==> config.mk <==
export PLATFORM = sky130hd
export DESIGN_NAME = clk_div_ctrl_flat
export DESIGN_NICKNAME = d
export VERILOG_FILES = /design/src/rtl/clk_div_pkg.sv /design/src/rtl/clk_div_if.sv /design/src/rtl/clk_div_period_counter.sv /design/src/rtl/clk_div_ctrl.sv /design/src/flat_wrapper.sv
export SDC_FILE = /design/constraint.sdc
export NUM_CORES = 1
export LEC_CHECK = 0
export BUFFER_PORTS_ARGS = -buffer_cell sky130_fd_sc_hd__clkbuf_2
export CAP_MARGIN = 20
export CORE_MARGIN = 4
export CORE_UTILIZATION = 45
export DETAILED_ROUTE_END_ITERATION = 10
export GPL_TIMING_DRIVEN = 1
export PLACE_DENSITY = 0.66
export RECOVER_POWER = 25
export SLEW_MARGIN = 15
export SYNTH_ARGS = -nofsm -noshare
export SYNTH_HDL_FRONTEND = slang
export SYNTH_SLANG_ARGS = --single-unit
==> constraint.sdc <==
create_clock -name clk -period 6.2 [get_ports clk]
set_clock_uncertainty 0.2 [all_clocks]
set_input_delay 1.24 -clock clk [delete_from_list [all_inputs] [get_ports clk]]
set_output_delay 1.24 -clock clk [all_outputs]
set_load 0.03 [all_outputs]
==> src/rtl/clk_div_pkg.sv <==
// Shared types and constants for the glitch-free programmable clock divider.
package clk_div_pkg;
  typedef enum logic [1:0] {IDLE, RUN, PEND} div_state_t;
  localparam int MIN_DIV = 2;
endpackage

==> src/rtl/clk_div_if.sv <==
// Config handshake and divided-clock outputs of clk_div_ctrl.
interface clk_div_if #(parameter int CNT_W = 8);
  logic             cfg_valid;
  logic             cfg_ready;
  logic [CNT_W-1:0] cfg_div;
  logic             cfg_stop;
  logic             div_out;
  logic             tick;
  logic             busy;
  logic             cfg_err;

  modport master (output cfg_valid, cfg_div, cfg_stop,
                  input  cfg_ready, div_out, tick, busy, cfg_err);
  modport slave  (input  cfg_valid, cfg_div, cfg_stop,
                  output cfg_ready, div_out, tick, busy, cfg_err);
endinterface

==> src/rtl/clk_div_period_counter.sv <==
// Period counter: counts 0..cur_div-1 while enabled, held at 0 otherwise.
module div_period_counter #(
  parameter int CNT_W = 8
) (
  input  logic             clk,
  input  logic             nrst,
  input  logic             en,
  input  logic             load,
  input  logic [CNT_W-1:0] cur_div,
  output logic [CNT_W-1:0] next_cnt,
  output logic             last
);
  logic [CNT_W-1:0] cnt;

  assign last     = en && (cnt == cur_div - CNT_W'(1));
  assign next_cnt = (load || !en || last) ? '0 : cnt + CNT_W'(1);

  always_ff @(posedge clk or negedge nrst)
    if (!nrst) cnt <= '0;
    else       cnt <= next_cnt;
endmodule

==> src/rtl/clk_div_ctrl.sv <==
// Divider controller: config handshake, boundary-scheduled ratio changes and
// registered div_out/tick/cfg_err outputs.
module clk_div_ctrl
  import clk_div_pkg::*;
#(
  parameter int CNT_W = 8
) (
  input  logic      clk,
  input  logic      nrst,
  clk_div_if.slave  bus
);
  div_state_t       state, state_n;
  logic [CNT_W-1:0] cur_div, div_n, nxt_div, nxt_div_n, next_cnt;
  logic [CNT_W:0]   half_n;
  logic             nxt_stop, nxt_stop_n;
  logic             load, last, err_n, accept, illegal, run_n;

  assign bus.cfg_ready = (state != PEND);
  assign bus.busy      = (state != IDLE);
  assign accept        = bus.cfg_valid && bus.cfg_ready;
  assign illegal       = !bus.cfg_stop && (bus.cfg_div < CNT_W'(MIN_DIV));

  div_period_counter #(.CNT_W(CNT_W)) u_cnt (
    .clk      (clk),
    .nrst     (nrst),
    .en       (state != IDLE),
    .load     (load),
    .cur_div  (cur_div),
    .next_cnt (next_cnt),
    .last     (last)
  );

  // Changes only take effect on the edge that ends a period (last).
  always_comb begin
    state_n    = state;
    div_n      = cur_div;
    nxt_div_n  = nxt_div;
    nxt_stop_n = nxt_stop;
    load       = 1'b0;
    err_n      = 1'b0;
    unique case (state)
      IDLE: if (accept) begin
        if (illegal) err_n = 1'b1;
        else if (!bus.cfg_stop) begin
          div_n   = bus.cfg_div;
          load    = 1'b1;
          state_n = RUN;
        end
      end
      RUN: if (accept) begin
        if (illegal) err_n = 1'b1;
        else if (last) begin
          if (bus.cfg_stop) state_n = IDLE;
          else begin
            div_n = bus.cfg_div;
            load  = 1'b1;
          end
        end else begin
          nxt_div_n  = bus.cfg_div;
          nxt_stop_n = bus.cfg_stop;
          state_n    = PEND;
        end
      end
      PEND: if (last) begin
        if (nxt_stop) state_n = IDLE;
        else begin
          div_n   = nxt_div;
          load    = 1'b1;
          state_n = RUN;
        end
      end
      default: state_n = IDLE;
    endcase
  end

  // Outputs look one cycle ahead using the counter value and ratio of the next cycle.
  assign run_n  = (state_n != IDLE);
  assign half_n = ({1'b0, div_n} + (CNT_W+1)'(1)) >> 1;

  always_ff @(posedge clk or negedge nrst)
    if (!nrst) begin
      state       <= IDLE;
      cur_div     <= CNT_W'(MIN_DIV);
      nxt_div     <= '0;
      nxt_stop    <= 1'b0;
      bus.div_out <= 1'b0;
      bus.tick    <= 1'b0;
      bus.cfg_err <= 1'b0;
    end else begin
      state       <= state_n;
      cur_div     <= div_n;
      nxt_div     <= nxt_div_n;
      nxt_stop    <= nxt_stop_n;
      bus.div_out <= run_n && ({1'b0, next_cnt} < half_n);
      bus.tick    <= run_n && (next_cnt == div_n - CNT_W'(1));
      bus.cfg_err <= err_n;
    end
endmodule

==> src/flat_wrapper.sv <==
// flat-port wrapper written by rule: the top's interface ports become plain ports
module clk_div_ctrl_flat import clk_div_pkg::*;
#(
  parameter int CNT_W = 8
)
  (clk, nrst, bus_cfg_valid, bus_cfg_div, bus_cfg_stop, bus_cfg_ready, bus_div_out, bus_tick, bus_busy, bus_cfg_err);
  clk_div_if #(.CNT_W(CNT_W)) bus_i ();
  input  logic clk;
  input  logic nrst;
  input wire logic [$bits(bus_i.cfg_valid)-1:0] bus_cfg_valid;
  input wire logic [$bits(bus_i.cfg_div)-1:0] bus_cfg_div;
  input wire logic [$bits(bus_i.cfg_stop)-1:0] bus_cfg_stop;
  output wire logic [$bits(bus_i.cfg_ready)-1:0] bus_cfg_ready;
  output wire logic [$bits(bus_i.div_out)-1:0] bus_div_out;
  output wire logic [$bits(bus_i.tick)-1:0] bus_tick;
  output wire logic [$bits(bus_i.busy)-1:0] bus_busy;
  output wire logic [$bits(bus_i.cfg_err)-1:0] bus_cfg_err;
  assign bus_i.cfg_valid = bus_cfg_valid;
  assign bus_i.cfg_div = bus_cfg_div;
  assign bus_i.cfg_stop = bus_cfg_stop;
  assign bus_cfg_ready = bus_i.cfg_ready;
  assign bus_div_out = bus_i.div_out;
  assign bus_tick = bus_i.tick;
  assign bus_busy = bus_i.busy;
  assign bus_cfg_err = bus_i.cfg_err;
  clk_div_ctrl #(.CNT_W(CNT_W)) u_core (.clk(clk), .nrst(nrst), .bus(bus_i));
endmodule
==> impl_metrics.csv <==
group,metric,value,unit
yosys,synth-compound-area-share,0.216,
floorplanning,initial_standard_cell_utilization_of_the_core,0.475,
setup_path,cp-startpoint,"u_core.cur_div[0]$_DFF_PN0_",
setup_path,worst-endpoint-arrival,4900,ps
global_route,grt_start_max_net_pins,31,
min_path,hp-class,"register to register",
yosys,synth_top_cell_by_area,"sky130_fd_sc_hd__dfrtp_1",
setup_path,crit_path_start_kind,"register",
yosys,synth_seq_area_share,0.302,
setup_path,critical_path.reg2reg.endpoint,"u_core.bus.div_out$_DFF_PN0_",
layout,drive_above_1_share,0.195,
yosys,synth_simple_gate_area_share,0.223,
global_route,vias_in_the_first_global_route,1992,
cts,numCtsBuffers,5,
timing,report.final.slew_viol_count,31,
floorplanning,pin_count,17,
timing,layout_worst_path_cycle_share,0.798,
yosys,synth.mux.area_fraction,0.0443,
place,dpl_cell_area,0.00256,mm^2
cts,hold_fix_buffers_cts,0,
global_route,grt_overflow_total,0,
layout,most-common-layout-cells,"29 x sky130_fd_sc_hd__dfrtp_1, 22 x sky130_fd_sc_hd__nor2_1, 17 x sky130_fd_sc_hd__nand2_1, 17 x sky130_fd_sc_hd__xnor2_1, 15 x sky130_fd_sc_hd__clkbuf_2",
place,total_placed_cells_including_tap_cells,344,
status,outcome,"finished with violations",
cts,tritoncts,"yes",
layout,finish.net_count,304,
timing,final_hold_viol_count,0,
yosys,synth_xor_area_frac,0.0986,
floorplanning,floorplan.rows,26,
yosys,synth-adder-area-share,0.0553,
place,number_of_input_and_output_port_buffers_inserted,16,
yosys,synthDominantCellAreaShare,0.292,
routing,drc_errors,0,
floorplanning,floorplan_die_area,0.00678,mm^2
setup_path,timing.reg2reg.worst_path_depth,16,
setup_path,worst_setup_path_endpoint,"u_core.bus.div_out$_DFF_PN0_",
place,dpl_worst_slack,1220,ps
layout,layout-area-overhead-vs-synth,6.59,%
floorplanning,floorplan.die.height,82.3,um
global_route,global_route_wire_length_before_repair,10100,um
yosys,ys_seq_elements,30,
cts,ctsHtreeMaxLevel,2,
cts,ctsRootBufferMaster,"sky130_fd_sc_hd__clkbuf_8",
yosys,synth.top_cells.by_area,"sky130_fd_sc_hd__dfrtp_1 29%, sky130_fd_sc_hd__xnor2_1 6.0%, sky130_fd_sc_hd__ha_1 5.5%",
cts,max-clock-path-buffers,2,
place,place.detailed.hpwl,4470,um
layout,stdcell_area,0.00265,mm^2
setup_path,cp_data_required_time,6160,ps
run,max_cap_violations,1,
timing,grt_setup_unrepaired,"no",
layout,insertedDiodeCount,0,
cts,post-cts-setup-buffers,0,
yosys,main_combinational_cell_family_by_area_after_synthesis,"simple AND/OR/NAND/NOR gates",
yosys,ys_warn_count,0,
cts,insertion_delay,280,ps
routing,drtAntennaViolNets,0,
power_and_ir_drop,p_per_area,483,mW/mm^2
place,gp_congestion,0.922,
setup_path,rr_startpoint,"u_core.cur_div[0]$_DFF_PN0_",
yosys,syn_nets,295,
yosys,synth_area,0.00249,mm^2
yosys,yosys_most_used_dff,"sky130_fd_sc_hd__dfrtp_1",
setup_path,setup.worst_path.end_class,"register",
timing,max-slew-margin-rel,-0.0987,
routing,total_vias_in_the_final_route,2123,
routing,detailedRoute.firstIterationViolations,225,
setup_path,timing_worst_setup_path_type,"register to register",
layout,final-instance-count-excl-fill,352,
global_route,groute.usage.overall,0.196,
cts,clkSinkCount,30,
timing,report.final.setup_viol,0,
yosys,synthesis.instances,272,
layout,final_common_cell,"sky130_fd_sc_hd__dfrtp_1",
global_route,antenna_found_initial,0,
timing,setup_slack,1260,ps
setup_path,crit_path_max_fanout,18,
routing,route.detailed.vias_per_inst,6.03,
power_and_ir_drop,vdd.ir_drop.worst,0.000258,V
yosys,post_synth.cell_area_avg,9.14,um^2
min_path,holdCritStartpoint,"u_core.nxt_div[3]$_DFFE_PN0P_",
cts,ctsResizeCount,0,
yosys,netlist_cell_types,72,
floorplanning,dieWidth,82.3,um
routing,total_routed_wirelength,5960,um
timing,min_tclk_post_route,4940,ps
power_and_ir_drop,p_leak,1.09,nW
yosys,synth_enable_flop_cells,0,
status,failing_checks,"max-capacitance violations, max-slew violations",
cts,cts.reportedPaths.clkPinSlew,60,ps
setup_path,ff2ff_setup_slack,1260,ps
floorplanning,core_area,0.00524,mm^2
timing,fmax,0.202,GHz
routing,dr.pass1.iters,4,
yosys,async_reset_ff_frac,1.00,
routing,routedWlPerCell,16.9,um
timing,worst_slew_pin_slew,1650,ps
timing,totalNegativeSetupSlack,0,ps
-- cells by family (layout without fill, tap and decap cells) --
logic type | after synthesis | after routing
adder cells (fa/ha/maj) | 11 | 11
multiplexers | 10 | 10
flip-flops | 30 | 30
AO/OA/AOI/OAI | 67 | 67
AND/OR/NAND/NOR | 99 | 99
XOR/XNOR | 28 | 28
buffers and inverters | 27 | 37
-- cell type report --
cell class / count / area, um^2
tap: 70 / 87.6
sequential: 30 / 752
multi-input combinational: 215 / 1590
clock inverter: 2 / 12.5
timing repair buffer: 17 / 86.3
clock buffer: 6 / 82.6
fill: 492 / 2590
inverter: 12 / 45.0
-- cells in the mapped netlist (4+ instances only) --
master / n
sky130_fd_sc_hd__dfrtp_1: 29
sky130_fd_sc_hd__a21oi_1: 11
sky130_fd_sc_hd__nor2_1: 22
sky130_fd_sc_hd__o21ai_0: 11
sky130_fd_sc_hd__xnor2_1: 17
sky130_fd_sc_hd__inv_1: 10
sky130_fd_sc_hd__mux2_2: 8
sky130_fd_sc_hd__nand2_1: 17
sky130_fd_sc_hd__nand3_1: 12
sky130_fd_sc_hd__xor2_1: 11
sky130_fd_sc_hd__a21o_1: 4
sky130_fd_sc_hd__ha_1: 11
sky130_fd_sc_hd__and3_1: 6
sky130_fd_sc_hd__nand4_1: 5
sky130_fd_sc_hd__nor3_1: 8
sky130_fd_sc_hd__clkbuf_1: 5
-- report_power, final --
group / leakage, nW / switching (mW) / internal [mW]
clock: 0.0472 / 0.0788 / 0.0891
combinational: 0.670 / 0.415 / 0.310
sequential: 0.377 / 0.120 / 0.269
total: 1.09 / 0.613 / 0.668
-- worst min-delay path by stage --
stage,depth (start not counted),slack [ps],endpoint
after floorplan,1,280,u_core.nxt_div[1]$_DFFE_PN0P_
after global placement,1,300,u_core.nxt_div[6]$_DFFE_PN0P_
after detailed placement,1,300,u_core.nxt_div[3]$_DFFE_PN0P_
after CTS,1,310,u_core.nxt_div[3]$_DFFE_PN0P_
after global routing,1,340,u_core.nxt_div[5]$_DFFE_PN0P_
final,1,310,u_core.nxt_div[3]$_DFFE_PN0P_
-- state kept, by name (all words and copies together) (netlist names) --
signal	cells
u_core.bus.tick	1
u_core.u_cnt.cnt	8
u_core.state	2
u_core.bus.div_out	1
u_core.nxt_div	8
u_core.cur_div	8
u_core.nxt_stop	1
u_core.bus.cfg_err	1
-- per-layer routing --
| metal | routed length, um | global-route usage |
|---|---|---|
| met5 | 0 | 0 |
| met4 | 150 | 0.0698 |
| met3 | 280 | 0.0347 |
| met2 | 2660 | 0.289 |
| met1 | 2870 | 0.286 |
-- per-stage QoR --
step                      hold WS (ps)  utilization  power, mW
after CTS                          314        0.506       1.28
after detailed placement           299        0.488       1.11
after floorplan                    281            -      0.959
final                              312        0.506       1.28
after global routing               343        0.506       1.38
after global placement             295        0.488       1.10
-- worst max-delay path, stage by stage (launching register included) --
cell and delay [ps]:
sky130_fd_sc_hd__dfrtp_1 500, sky130_fd_sc_hd__inv_1 100, sky130_fd_sc_hd__ha_1 230, sky130_fd_sc_hd__or3b_1 400, sky130_fd_sc_hd__or4_1 430, sky130_fd_sc_hd__a22oi_2 280, sky130_fd_sc_hd__o211ai_4 260, sky130_fd_sc_hd__nor3_4 370
sky130_fd_sc_hd__a2111oi_0 140, sky130_fd_sc_hd__or4_1 590, sky130_fd_sc_hd__and3_1 230, sky130_fd_sc_hd__and3_1 170, sky130_fd_sc_hd__xnor2_1 120, sky130_fd_sc_hd__ha_1 270, sky130_fd_sc_hd__o2111ai_1 100, sky130_fd_sc_hd__a21oi_1 60
sky130_fd_sc_hd__a2111oi_0 360
Power figures use the tool's default switching activity.
